## config.mk

```make
export PLATFORM = sky130hd
export DESIGN_NAME = peripheral_timer
export DESIGN_NICKNAME = d
export VERILOG_FILES = /design/src/rtl/peripheral_timer.sv
export SDC_FILE = /design/constraint.sdc
export NUM_CORES = 1
export LEC_CHECK = 0
export CAP_MARGIN = 10
export CORE_UTILIZATION = 50
export DETAILED_ROUTE_END_ITERATION = 8
export GPL_TIMING_DRIVEN = 0
export PLACE_DENSITY_LB_ADDON = 0.25
export REMOVE_ABC_BUFFERS = 1
export SLEW_MARGIN = 20
export SYNTH_ARGS = -nofsm -noshare
export SYNTH_HDL_FRONTEND = slang
export SYNTH_SLANG_ARGS = --single-unit
```

## constraint.sdc

```tcl
create_clock -name clk -period 4.8 [get_ports clk]
set_clock_uncertainty 0.1 [all_clocks]
set_input_delay 0.72 -clock clk [delete_from_list [all_inputs] [get_ports clk]]
set_output_delay 0.72 -clock clk [all_outputs]
set_load 0.02 [all_outputs]
```

## src/rtl/peripheral_timer.sv

```systemverilog
// Memory-mapped timer/systick responder on the MEM-stage data bus; drives CPU IRQ.
// Optional prescaler (PSC register + hidden PCNT) enabled by defining TIMER_PRESCALE_EN.
module peripheral_timer #(
  parameter logic [31:0] BASE_ADDR = 32'h4000_0000,
  parameter logic [31:0] TH_RST    = 32'h0000_0000
) (
  input  logic        clk,
  input  logic        reset,
  input  logic        MemRd,
  input  logic        MemWr,
  input  logic [31:0] Addr,
  input  logic [31:0] WriteData,
  output logic [31:0] ReadData,
  output logic        IRQ
);

  localparam logic [2:0] OFF_TH   = 3'd0;
  localparam logic [2:0] OFF_TL   = 3'd1;
  localparam logic [2:0] OFF_TCON = 3'd2;
  localparam logic [2:0] OFF_PSC  = 3'd3;
  localparam logic [2:0] OFF_TICK = 3'd5;

  logic [31:0] r_th;
  logic [31:0] r_tl;
  logic [31:0] r_tick;
  logic        r_en;
  logic        r_ie;
  logic        r_stat;

  logic        w_hit;
  logic [2:0]  w_off;
  logic        w_wr_th;
  logic        w_wr_tl;
  logic        w_wr_tcon;
  logic        w_step;
  logic        w_ovf;
  logic        w_unused;

  assign w_hit     = (Addr[31:5] == BASE_ADDR[31:5]);
  assign w_off     = Addr[4:2];
  assign w_unused  = &{1'b0, Addr[1:0]};
  assign w_wr_th   = MemWr && w_hit && (w_off == OFF_TH);
  assign w_wr_tl   = MemWr && w_hit && (w_off == OFF_TL);
  assign w_wr_tcon = MemWr && w_hit && (w_off == OFF_TCON);

`ifdef TIMER_PRESCALE_EN
  logic [31:0] r_psc;
  logic [31:0] r_pcnt;
  logic        w_wr_psc;
  logic        w_en_rise;

  assign w_wr_psc  = MemWr && w_hit && (w_off == OFF_PSC);
  assign w_en_rise = w_wr_tcon && WriteData[0] && !r_en;
  assign w_step    = r_en && (r_pcnt == r_psc);

  always_ff @(posedge clk or negedge reset) begin
    if (!reset) begin
      r_psc  <= '0;
      r_pcnt <= '0;
    end else begin
      if (w_wr_psc) r_psc <= WriteData;
      // A new prescale value or a fresh enable restarts the divide phase
      if (w_wr_psc || w_en_rise) r_pcnt <= '0;
      else if (r_en)             r_pcnt <= (r_pcnt == r_psc) ? 32'd0 : r_pcnt + 32'd1;
    end
  end
`else
  assign w_step = r_en;
`endif

  assign w_ovf = w_step && (r_tl == 32'hFFFF_FFFF);

  always_ff @(posedge clk or negedge reset) begin
    if (!reset) begin
      r_th   <= TH_RST;
      r_tl   <= '0;
      r_tick <= '0;
      r_en   <= 1'b0;
      r_ie   <= 1'b0;
      r_stat <= 1'b0;
    end else begin
      r_tick <= r_tick + 32'd1;
      if (w_wr_th) r_th <= WriteData;
      // Reload uses the pre-edge TH even if TH is written on the same edge
      if (w_wr_tl)     r_tl <= WriteData;
      else if (w_step) r_tl <= w_ovf ? r_th : r_tl + 32'd1;
      if (w_wr_tcon) begin
        r_en   <= WriteData[0];
        r_ie   <= WriteData[1];
        r_stat <= WriteData[2] | (w_ovf & r_ie);
      end else if (w_ovf && r_ie) begin
        r_stat <= 1'b1;
      end
    end
  end

  always_comb begin
    ReadData = '0;
    if (MemRd && w_hit) begin
      case (w_off)
        OFF_TH:   ReadData = r_th;
        OFF_TL:   ReadData = r_tl;
        OFF_TCON: ReadData = {29'd0, r_stat, r_ie, r_en};
`ifdef TIMER_PRESCALE_EN
        OFF_PSC:  ReadData = r_psc;
`endif
        OFF_TICK: ReadData = r_tick;
        default:  ReadData = '0;
      endcase
    end
  end

  assign IRQ = r_ie & r_stat;

endmodule

```

## Yosys cells after proc, flatten, opt, wreduce, memory -nomap -nowiden

Cells that the tools add are included.

- Multiplexer cells: 7
- Reduce and logical (&&, ||, !) cells: 10
- Add/subtract/negate cells: 2
- Equality and inequality tests: 5
- Bitwise gates (word level): 3

Operators with widths:

| cell | count |
|---|---|
| $mux 32 | 4 |
| $pmux 32 s4 | 1 |
| $add 32x1->32 const B | 2 |
| $eq 32x32->1 const B | 1 |
| $eq 27x26->1 const B | 1 |
| $logic_and 1x1->1 | 7 |
| $reduce_bool 2->1 | 2 |
| $eq 3x1->1 const B | 1 |
| $eq 3x2->1 const B | 1 |
| $eq 3x3->1 const B | 1 |
| $logic_not 3->1 | 1 |
| $and 1x1->1 | 2 |
| $mux 1 | 2 |
| $or 1x1->1 | 1 |

- Register bits: 99
- Bits of input ports: 68

## Logic depth before layout (Yosys ltp)

Gate-level depths: netlist of the first run.

- Word-level depth: 5
- Mapped depth: 8
- Gate-level depth less buffers: 6

## Worst setup path after synthesis of the first run

No wires, ideal clock.

- Path kind: input -> output
- Start point: input Addr[6]
- End point: output ReadData[21]
- Arrival time: 2.511 ns
- Stages on the path: 7
- Required time: 3.980 ns
- Setup slack: 1.469 ns
- Path through: nor4_1 > nand4_1 > or2_4 > or3_1 > buf_2 > buf_6 > nor2_1

- Longest elaborated chain between the ends: 3

Ends and longest elaborated chain:

| item | line | source |
|---|---|---|
| start: declaration | 11 | `input logic [31:0] Addr,` |
| $eq 27x26->1 | 39 | `assign w_hit = (Addr[31:5] == BASE_ADDR[31:5]);` |
| $logic_and 1x1->1 | 99 | `if (MemRd && w_hit) begin` |
| $mux 32 | 99 |  |
| end: declaration | 13 | `output logic [31:0] ReadData,` |

No other way between the ends.

## Final worst setup path of the first run

- Start point: input Addr[22]
- End point: output ReadData[29]

The elaborated chain is that of the path after synthesis.

==> results.json, run 1 <==
{
  "status": "complete, but fails checks",
  "violations": "DRC",
  "nets": 776,
  "ctsHoldBuffers": 0,
  "insertion_delay_ns": 0.36,
  "fmax_mhz": 221.9,
  "start_kind": "primary input",
  "async_flop_share_pct": 100.0,
  "cts.path.max_buffers": 2,
  "coreArea_mm2": 0.01161,
  "cts_root_buf": "clkbuf_16",
  "clkSinkCount": 99,
  "grt_util_met3_pct": 6.156,
  "n_fill_cell": 949,
  "die_h_um": 112.2,
  "area.growth.synth_to_final_pct": 23.86,
  "swShare_pct": 22.52,
  "finalMaxSlewViolations": 0,
  "p_per_area_mw_per_mm2": 226.6,
  "ys_warn_count": 0,
  "firstDrtPassIters": 7,
  "crit_fanout": 29,
  "fin_crit_ns": 4.507,
  "switchingPower_mw": 0.3834,
  "cts_tree": "built",
  "synth.top_cell.area_share_pct": 40.83,
  "cts_resized": 0,
  "synth_edf_count": 0,
  "rows": 39,
  "place_congestion": 0.8980,
  "grt_max_degree": 70,
  "drive_above_1_share_pct": 13.78,
  "clkTransAtPathRegs_ns": 0.07,
  "grtUsageMet1_pct": 34.33,
  "n_antenna_cell": 0,
  "r2r_cells": 5,
  "vias": 5310,
  "vias_per_cell": 6.218,
  "critPathCaptureType": "output pin",
  "rrSetupSlack_ns": 1.55,
  "synthCells": 621,
  "place_hpwl_mm": 12.16,
  "p_clk_share_pct": 43.7,
  "dpl.cell_count": 837,
  "routed_wl_mm": 16.77,
  "fin_crit_sh_pct": 93.89,
  "worstMarginPinSlew_ns": 1.019,
  "hold_viol": 0,
  "power_frac_seq_pct": 49.0,
  "grt_pass1_wl_mm": 27.26,
  "ys_seq_area_share_pct": 40.83,
  "finalPower_mw": 1.703,
  "critPathArrivalTime_ns": 3.69,
  "comb_power_share_pct": 7.3,
  "start_util_pct": 52.24,
  "wl_per_cell_um": 19.64,
  "setup_viol": 0,
  "required_ns": 3.98,
  "antenna_found_initial": 0,
  "grt.busiest_layer": "met2",
  "grtUsageMet2_pct": 47.54,
  "synth.distinct_cells": 53,
  "grt_usage_pct": 27.84,
  "drc_errors": 3,
  "synth-seq-cells": 99,
  "grt_setup_unrepaired": "no",
  "hold_class": "primary input to asynchronous set/reset pin",
  "yosysMostFrequentCell": "dfrtp_1",
  "synth_largest_area_cell": "dfrtp_1",
  "intPower_mw": 1.319,
  "synth_area_per_cell_um2": 9.770,
  "synth_ff_type": "dfrtp_1",
  "crit_type": "primary input to output pin",
  "multi_input_area_mm2": 0.003408,
  "synthTopCellsByArea": "dfrtp_1, mux2_2, mux2i_1",
  "cts_made_buffers": 9,
  "hold_slack_ns": 0.1436,
  "synth_area_mm2": 0.006067,
  "p_leak_nw": 3.005,
  "r2r-end": "r_tl[2]",
  "maxSlewHeadroom_pct": 32.07,
  "io_buffer_count": 98,
  "initialDrtViolationCount": 377,
  "synthTopCellsByCount": "dfrtp_1, nor2_1, mux2_2",
  "htree_levels": 3,
  "overflow": 0,
  "dieArea_mm2": 0.01258,
  "io-pin-count": 101,
  "drtAntennaViolNets": 0,
  "peakVddDrop_uv": 184.3,
  "grt_pass1_vias": 5260,
  "reg2reg_from": "r_en",
  "die_w_um": 112.2,
  "max_cap_viol_count": 0,
  "fin_cells": 854,
  "regArea_mm2": 0.002477
}
[cell type report]
type | count | share of cell area (%)
tap | 143 | 2.381
clock buffer | 10 | 3.180
timing repair buffer | 107 | 14.89
multi-input combinational | 481 | 45.35
inverter | 8 | 0.3996
clock inverter | 6 | 0.8325
sequential | 99 | 32.97
[sequential cells by signal, indices dropped and copies added, names as in the netlist]
name and count:
r_th 32, r_tick 32, r_tl 32, r_en 1, r_ie 1, r_stat 1
[layout by cell type, fill, tap and decap left out, types with 5 or more instances in the layout]
master / n
and2_1: 7
mux2i_1: 23
xor2_1: 16
nor4_1: 9
nor2_1: 53
and3_1: 10
nand4_1: 22
and4_1: 12
clkbuf_16: 9
or3_1: 8
o31ai_1: 19
a211oi_1: 11
clkdlybuf4s50_1: 95
inv_1: 8
a22oi_1: 29
a21oi_1: 11
o21ai_0: 16
nand3_1: 31
nor2b_1: 10
nor3_1: 18
xnor2_1: 26
nand2_1: 44
a41oi_1: 6
mux2_2: 54
dfrtp_1: 99
mux2_1: 5
[power by group through the flow]
| stage | Combinational [mW] | Sequential (mW) | Clock, mW |
|---|---|---|---|
| detailed placement | 0.126 | 0.850 | 0 |
| global placement | 0.117 | 0.850 | 0 |
| global route | 0.135 | 0.833 | 0.789 |
| floorplan | 0.0228 | 0.850 | 0 |
| CTS | 0.126 | 0.834 | 0.761 |
| finish | 0.124 | 0.834 | 0.744 |
[per-layer routing]
metal  up-vias  wire length (µm)  part of all wire [%]
met5         -                 0                     0
met4         0               425                   2.5
met3        34               969                   5.8
met2       175              8323                    50
met1      2611              7056                    42
li1       2490                 -                     -
[worst max path at each step]
stage | startpoint | to | slack [ns] | cells past startpoint
final | Addr[22] | ReadData[29] | 0.29 | 7
after detailed placement | Addr[18] | ReadData[29] | -0.48 | 7
after CTS | Addr[17] | ReadData[29] | 0.13 | 7
after global routing | Addr[22] | ReadData[6] | 0.15 | 7
after floorplan | Addr[6] | ReadData[10] | 1.19 | 5
after global placement | Addr[4] | ReadData[16] | -1.49 | 5
[through the flow]
stage	cell area, µm²	util, %	setup slack [ns]	TNS [ns]
floorplan	5904	-	1.188	0
global placement	7064	60.83	-1.488	-138.24
detailed placement	7204	62.03	-0.4839	-11.61
CTS	7513	64.70	0.1323	0
global route	7515	64.71	0.1502	0
finish	7515	64.71	0.2933	0
[what timing repair did]
action                     CTS  global route
hold endpoints to repair     0             0
setup endpoints to repair   29             0
setup buffers                1             0
[worst max-delay path, cell delays in order]
cell	delay, ns
clkdlybuf4s50_1	0.40
nor4_1	0.36
nand3_1	0.24
or2_4	0.32
or3_2	0.78
nor2_1	0.25
clkdlybuf4s50_1	0.63
[cells by family after synthesis]
group | share of synthesized area, %
compound gates | 12.46
xor+xnor | 6.063
fa+ha+maj | 0.4124
buf+inv | 3.176
flops | 40.83
mux | 14.75
simple gates | 22.31
No activity file was read; power rests on OpenSTA's default activity.
==> inputs of run 2 (changes only) <==
Settings changed: GPL_ROUTABILITY_DRIVEN set to 0.
==> results of run 2 <==
Final layout, timing and power as in run 1 (identical DEF).
